## src/rtl/muldiv_unit.sv

```systemverilog
// Iterative HI/LO multiply/divide unit: radix-2 shift-add multiply and restoring divide,
// WIDTH iterations plus a sign-correction/commit cycle; busy stalls the pipeline meanwhile.
module muldiv_unit #(
  parameter int WIDTH = 32
) (
  input  logic             clk,
  input  logic             reset,
  input  logic             start,
  input  logic [1:0]       op,
  input  logic [WIDTH-1:0] src_a,
  input  logic [WIDTH-1:0] src_b,
  input  logic             mthi,
  input  logic             mtlo,
  input  logic [WIDTH-1:0] wdata,
  input  logic             flush,
  output logic             busy,
  output logic             done,
  output logic [WIDTH-1:0] hi,
  output logic [WIDTH-1:0] lo
);

  localparam int CW = $clog2(WIDTH);

  typedef enum logic [1:0] {IDLE, CALC, FINISH} state_t;

  state_t             state, state_next;
  logic [CW-1:0]      counter;
  logic               is_div;
  logic               neg_q;
  logic               neg_r;
  logic               b_zero;
  logic [WIDTH-1:0]   a_raw;
  logic [WIDTH-1:0]   a_mag;
  logic [WIDTH-1:0]   b_mag;
  logic [2*WIDTH-1:0] acc;
  logic [WIDTH:0]     rem;

  logic               in_signed;
  logic               in_a_neg;
  logic               in_b_neg;
  logic [WIDTH-1:0]   in_a_abs;
  logic [WIDTH-1:0]   in_b_abs;
  logic [WIDTH:0]     mul_sum;
  logic [WIDTH:0]     div_trial;
  logic [WIDTH+1:0]   div_diff;
  logic [2*WIDTH-1:0] prod_final;
  logic [WIDTH-1:0]   quot_final;
  logic [WIDTH-1:0]   rem_final;

  always_ff @(posedge clk or posedge reset) begin
    if (reset) state <= IDLE;
    else       state <= state_next;
  end

  always_comb begin
    state_next = state;
    case (state)
      IDLE:    if (start && !flush) state_next = CALC;
      CALC: begin
        if (flush)              state_next = IDLE;
        else if (counter == '0) state_next = FINISH;
      end
      FINISH:  state_next = IDLE;
      default: state_next = IDLE;
    endcase
  end

  // Operand magnitudes at issue; op[0]=1 selects the unsigned variants.
  always_comb begin
    in_signed = ~op[0];
    in_a_neg  = in_signed & src_a[WIDTH-1];
    in_b_neg  = in_signed & src_b[WIDTH-1];
    in_a_abs  = in_a_neg ? (~src_a + 1'b1) : src_a;
    in_b_abs  = in_b_neg ? (~src_b + 1'b1) : src_b;
  end

  // Multiply keeps the multiplier in acc's low half; divide keeps the dividend/quotient there.
  always_comb begin
    mul_sum    = {1'b0, acc[2*WIDTH-1:WIDTH]} + (acc[0] ? {1'b0, a_mag} : '0);
    div_trial  = {rem[WIDTH-1:0], acc[WIDTH-1]};
    div_diff   = {1'b0, div_trial} - {2'b00, b_mag};
    prod_final = neg_q ? (~acc + 1'b1) : acc;
    quot_final = neg_q ? (~acc[WIDTH-1:0] + 1'b1) : acc[WIDTH-1:0];
    rem_final  = neg_r ? (~rem[WIDTH-1:0] + 1'b1) : rem[WIDTH-1:0];
  end

  always_ff @(posedge clk or posedge reset) begin
    if (reset) begin
      hi      <= '0;
      lo      <= '0;
      busy    <= 1'b0;
      done    <= 1'b0;
      counter <= '0;
      is_div  <= 1'b0;
      neg_q   <= 1'b0;
      neg_r   <= 1'b0;
      b_zero  <= 1'b0;
      a_raw   <= '0;
      a_mag   <= '0;
      b_mag   <= '0;
      acc     <= '0;
      rem     <= '0;
    end else begin
      done <= 1'b0;
      case (state)
        IDLE: begin
          if (start && !flush) begin
            busy    <= 1'b1;
            counter <= CW'(WIDTH - 1);
            is_div  <= op[1];
            neg_q   <= in_a_neg ^ in_b_neg;
            neg_r   <= in_a_neg;
            b_zero  <= (src_b == '0);
            a_raw   <= src_a;
            a_mag   <= in_a_abs;
            b_mag   <= in_b_abs;
            acc     <= {{WIDTH{1'b0}}, (op[1] ? in_a_abs : in_b_abs)};
            rem     <= '0;
          end else begin
            if (mthi) hi <= wdata;
            if (mtlo) lo <= wdata;
          end
        end
        CALC: begin
          if (flush) begin
            busy <= 1'b0;
          end else begin
            counter <= counter - 1'b1;
            if (is_div) begin
              if (!div_diff[WIDTH+1]) begin
                rem <= div_diff[WIDTH:0];
                acc <= {acc[2*WIDTH-1:WIDTH], acc[WIDTH-2:0], 1'b1};
              end else begin
                rem <= div_trial;
                acc <= {acc[2*WIDTH-1:WIDTH], acc[WIDTH-2:0], 1'b0};
              end
            end else begin
              acc <= {mul_sum, acc[WIDTH-1:1]};
            end
          end
        end
        FINISH: begin
          busy <= 1'b0;
          if (!flush) begin
            done <= 1'b1;
            if (!is_div) begin
              {hi, lo} <= prod_final;
            end else if (b_zero) begin
              hi <= a_raw;
              lo <= '1;
            end else begin
              hi <= rem_final;
              lo <= quot_final;
            end
          end
        end
        default: busy <= 1'b0;
      endcase
    end
  end

endmodule
```

## config.mk

```make
export PLATFORM = sky130hd
export DESIGN_NAME = muldiv_unit
export DESIGN_NICKNAME = d
export VERILOG_FILES = /design/src/rtl/muldiv_unit.sv
export SDC_FILE = /design/constraint.sdc
export NUM_CORES = 1
export LEC_CHECK = 0
export ABC_AREA = 1
export ABC_CLOCK_PERIOD_IN_PS = 18200
export CORE_MARGIN = 8
export CORE_UTILIZATION = 35
export CTS_BUF_LIST = sky130_fd_sc_hd__clkbuf_8
export CTS_CLUSTER_SIZE = 30
export DETAILED_ROUTE_END_ITERATION = 7
export PLACE_DENSITY = 0.6
export SETUP_SLACK_MARGIN = 0.02
export SLEW_MARGIN = 20
export SYNTH_ARGS = -nofsm -noshare
export SYNTH_HDL_FRONTEND = slang
export SYNTH_SLANG_ARGS = --single-unit
```

## constraint.sdc

```tcl
create_clock -name clk -period 18.2 [get_ports clk]
set_input_delay 1.82 -clock clk [delete_from_list [all_inputs] [get_ports clk]]
set_output_delay 1.82 -clock clk [all_outputs]
set_load 0.005 [all_outputs]
```

==> flow_summary_export.csv <==
group,metric,value,unit
outcome,status,"finished clean",
layout,syn2layout_area_growth,15.4,%
worst_hold_path,hp-class,"reg2reg",
grt,grt_max_degree,158,
clock_network,postCtsSetupBuffers,0,
clock_network,h-tree-depth,2,
power_and_ir_drop,pwr-share-comb,0.448,
sta,max_freq,0.265,GHz
sta,grt_setup_unrepaired,"no",
setup_path,worst-path-max-fanout,32,
synth,synth_fa_ha_area_frac,0.0429,
sta,relSlewSlack,0.289,
power_and_ir_drop,p_per_area,114,nW/um2
die,die_h,263,um
placement,port_buffers,169,
power_and_ir_drop,internal_power,1.52,mW
power_and_ir_drop,p_sw_frac,0.459,
sta,setup_viol,0,
layout,final_cell_mix,"nand2_1, nor2_1, inv_1, nand3_1, dfrtp_1",
synth,synth_top_family_by_area,"simple AND/OR/NAND/NOR gates",
sta,layout_min_cycle_time,3.77,ns
synth,async_flop_share,1.00,
route,first_pass_iters,6,
synth,yosysSeqAreaShare,0.314,
synth,synthFlopType,"dfrtp_1",
grt,grt_pass1_vias,22100,
clock_network,cts_buffers,52,
power_and_ir_drop,vdd_drop_max,51.5,uV
setup_path,r2r_end,"rem[25]",
layout,nets,3629,
sta,finalSetupTns,0,ns
setup_path,critPathLaunch,"flush",
setup_path,regToRegSetupSlack,14.88,ns
setup_path,start_kind,"input port",
power_and_ir_drop,power_frac_clock,0.225,
die,die_area,69200,um2
clock_network,cts_hold_buf,0,
synth,synth_xor_xnor_area_share,0.0287,
clock_network,clock_path_buffers,3,
layout,final_layout_size_suffix_gt1_frac,0.0450,
grt,grt_pass1_wl,137000,um
clock_network,clk_latency,0.70,ns
setup_path,crit_path_end,"rem[13]",
setup_path,reg2regPathDepth,9,
route,viasPerCell,5.50,
setup_path,cp.required,18.73,ns
route,drt.antenna.violating_nets,0,
synth,ys_types,49,
power_and_ir_drop,p_switching,1.29,mW
setup_path,crit_arrival,4.30,ns
job,cap_viol_max_count,0,
layout,fillers,6550,
clock_network,root_buffer,"clkbuf_8",
route,drt_iter0_markers,2715,
die,core_area,60400,um2
clock_network,clock-sinks,268,
grt,antenna_found_initial,3,
synth,yosys.area_share.simple,0.343,
die,ios,170,
synth,synth_nets,3514,
sta,hold_viol,0,
synth,muxShareOfSynthArea,0,
die,dieWidth,263,um
grt,gr-total-overflow,0,
setup_path,crit_path_end_kind,"register",
sta,fin_skew,0.0728,ns
synth,synth_warnings,0,
placement,dp.cells,4181,
layout,final_common_cell,"nand2_1",
grt,grt_use_total,0.252,
synth,synth-seq-cells,268,
power_and_ir_drop,leakagePower,12.1,nW
sta,finalCritPeriodShare,0.207,
synth,synth-compound-area-share,0.174,
clock_network,tritoncts,"built",
clock_network,clkTransAtPathRegs,0.06,ns
route,vias,23500,
setup_path,worstSetupPathType,"in2reg",
clock_network,postCtsResizedCells,0,
power_and_ir_drop,p_seq_frac,0.327,
setup_path,regToRegStartpoint,"rem[23]",
die,num_rows,90,
sta,tightest_slew,1.06,ns
synth,syn_area,21400,um2
die,initial_utilization,0.354,
layout,fin_cells,4272,
synth,syn_inst,3338,
route,drt-wirelength-per-cell,21.2,um
synth,avgSynthCellArea,6.40,um2
route,drc,0,
sta,slew_violations,0,
placement,hpwl,71500,um
route,drt_wl_total,90500,um
placement,gp_congestion,0.978,
synth,synth_edf_count,0,
==> power by group through the flow <==
stage          Clock, mW  Combinational [mW]  Sequential (mW)
4_1_cts            0.644                1.24            0.914
6_report           0.634                1.26            0.920
3_5_place_dp           0                1.24            0.923
2_1_floorplan          0               0.815            0.854
5_1_grt            0.669                1.40            0.934
3_3_place_gp           0                1.23            0.922
==> cells by family after synthesis <==
family                     Yosys count
and+or+nand+nor                   1740
DFF                                268
adders and majority gates           72
buffers and inverters              521
xor gates and xnor gates            70
AOI/OAI and AO/OA                  667
==> through the flow <==
step / util / area [um2] / hold slack (ns) / power (mW) / setup WS [ns]
floorplan: - / 21400 / 0.442 / 1.67 / 9.00
global placement: 0.391 / 23600 / 0.459 / 2.15 / 13.79
detailed placement: 0.391 / 23600 / 0.474 / 2.16 / 13.89
CTS: 0.408 / 24700 / 0.489 / 2.80 / 14.56
global route: 0.409 / 24700 / 0.515 / 3.00 / 14.18
finish: 0.409 / 24700 / 0.484 / 2.82 / 14.43
==> cells in the mapped netlist (22+ instances only) <==
cell,instances,area (um2)
nor2_1,429,1610
a21oi_1,260,1300
o211ai_1,27,203
a221oi_1,30,263
nand4_1,32,200
xor2_1,54,473
inv_1,380,1430
nand3_1,326,1630
a31oi_1,24,150
buf_2,43,215
nand2_1,864,3240
clkbuf_1,57,214
o21ai_0,242,1210
nor3_1,22,110
dfrtp_1,268,6710
ha_1,70,876
==> routing by layer <==
metal / vias up / routed length, um / GRT usage
met2: 1101 / 39100 / 0.385
met1: 11000 / 39500 / 0.352
met4: 2 / 4060 / 0.102
met5: - / 13 / 0
li1: 11200 / - / -
met3: 186 / 7770 / 0.0405
==> worst min path at each step <==
stage | startpoint | to | slack [ns] | cells past startpoint
floorplan | a_mag[1] | a_mag[1] | 0.44 | 2
global placement | a_mag[1] | a_mag[1] | 0.46 | 2
detailed placement | a_raw[16] | a_raw[16] | 0.47 | 2
CTS | a_raw[16] | a_raw[16] | 0.49 | 2
global route | lo[30] | lo[30] | 0.52 | 2
finish | lo[24] | lo[24] | 0.48 | 2
==> sequential cells by signal (all words and copies together), names as in the netlist, 2 cells and up <==
signal,flops
a_mag,31
rem,32
lo,32
state,2
counter,5
a_raw,32
b_mag,32
hi,32
acc,64
==> area by class of cell <==
class                   count  area [um2]  share of cell area
clock buffers              62         853              0.0346
inverters                 393        1490              0.0602
repair buffers            189        1850              0.0752
diodes                      1        2.50            0.000101
well taps                 782         978              0.0397
clock inverters            28         206             0.00837
flip-flops and latches    268        6710               0.272
multi-input cells        2549       12600               0.510
==> worst max-delay path, cell delays in order <==
cell             delay, ns
clkdlybuf4s50_1       0.68
o211ai_1              0.23
nand2_1               0.10
inv_1                 0.09
nand2_1               0.07
clkinv_1              0.80
nand3_1               0.36
o21ai_0               0.12
No activity file was read; power rests on OpenSTA's default activity.
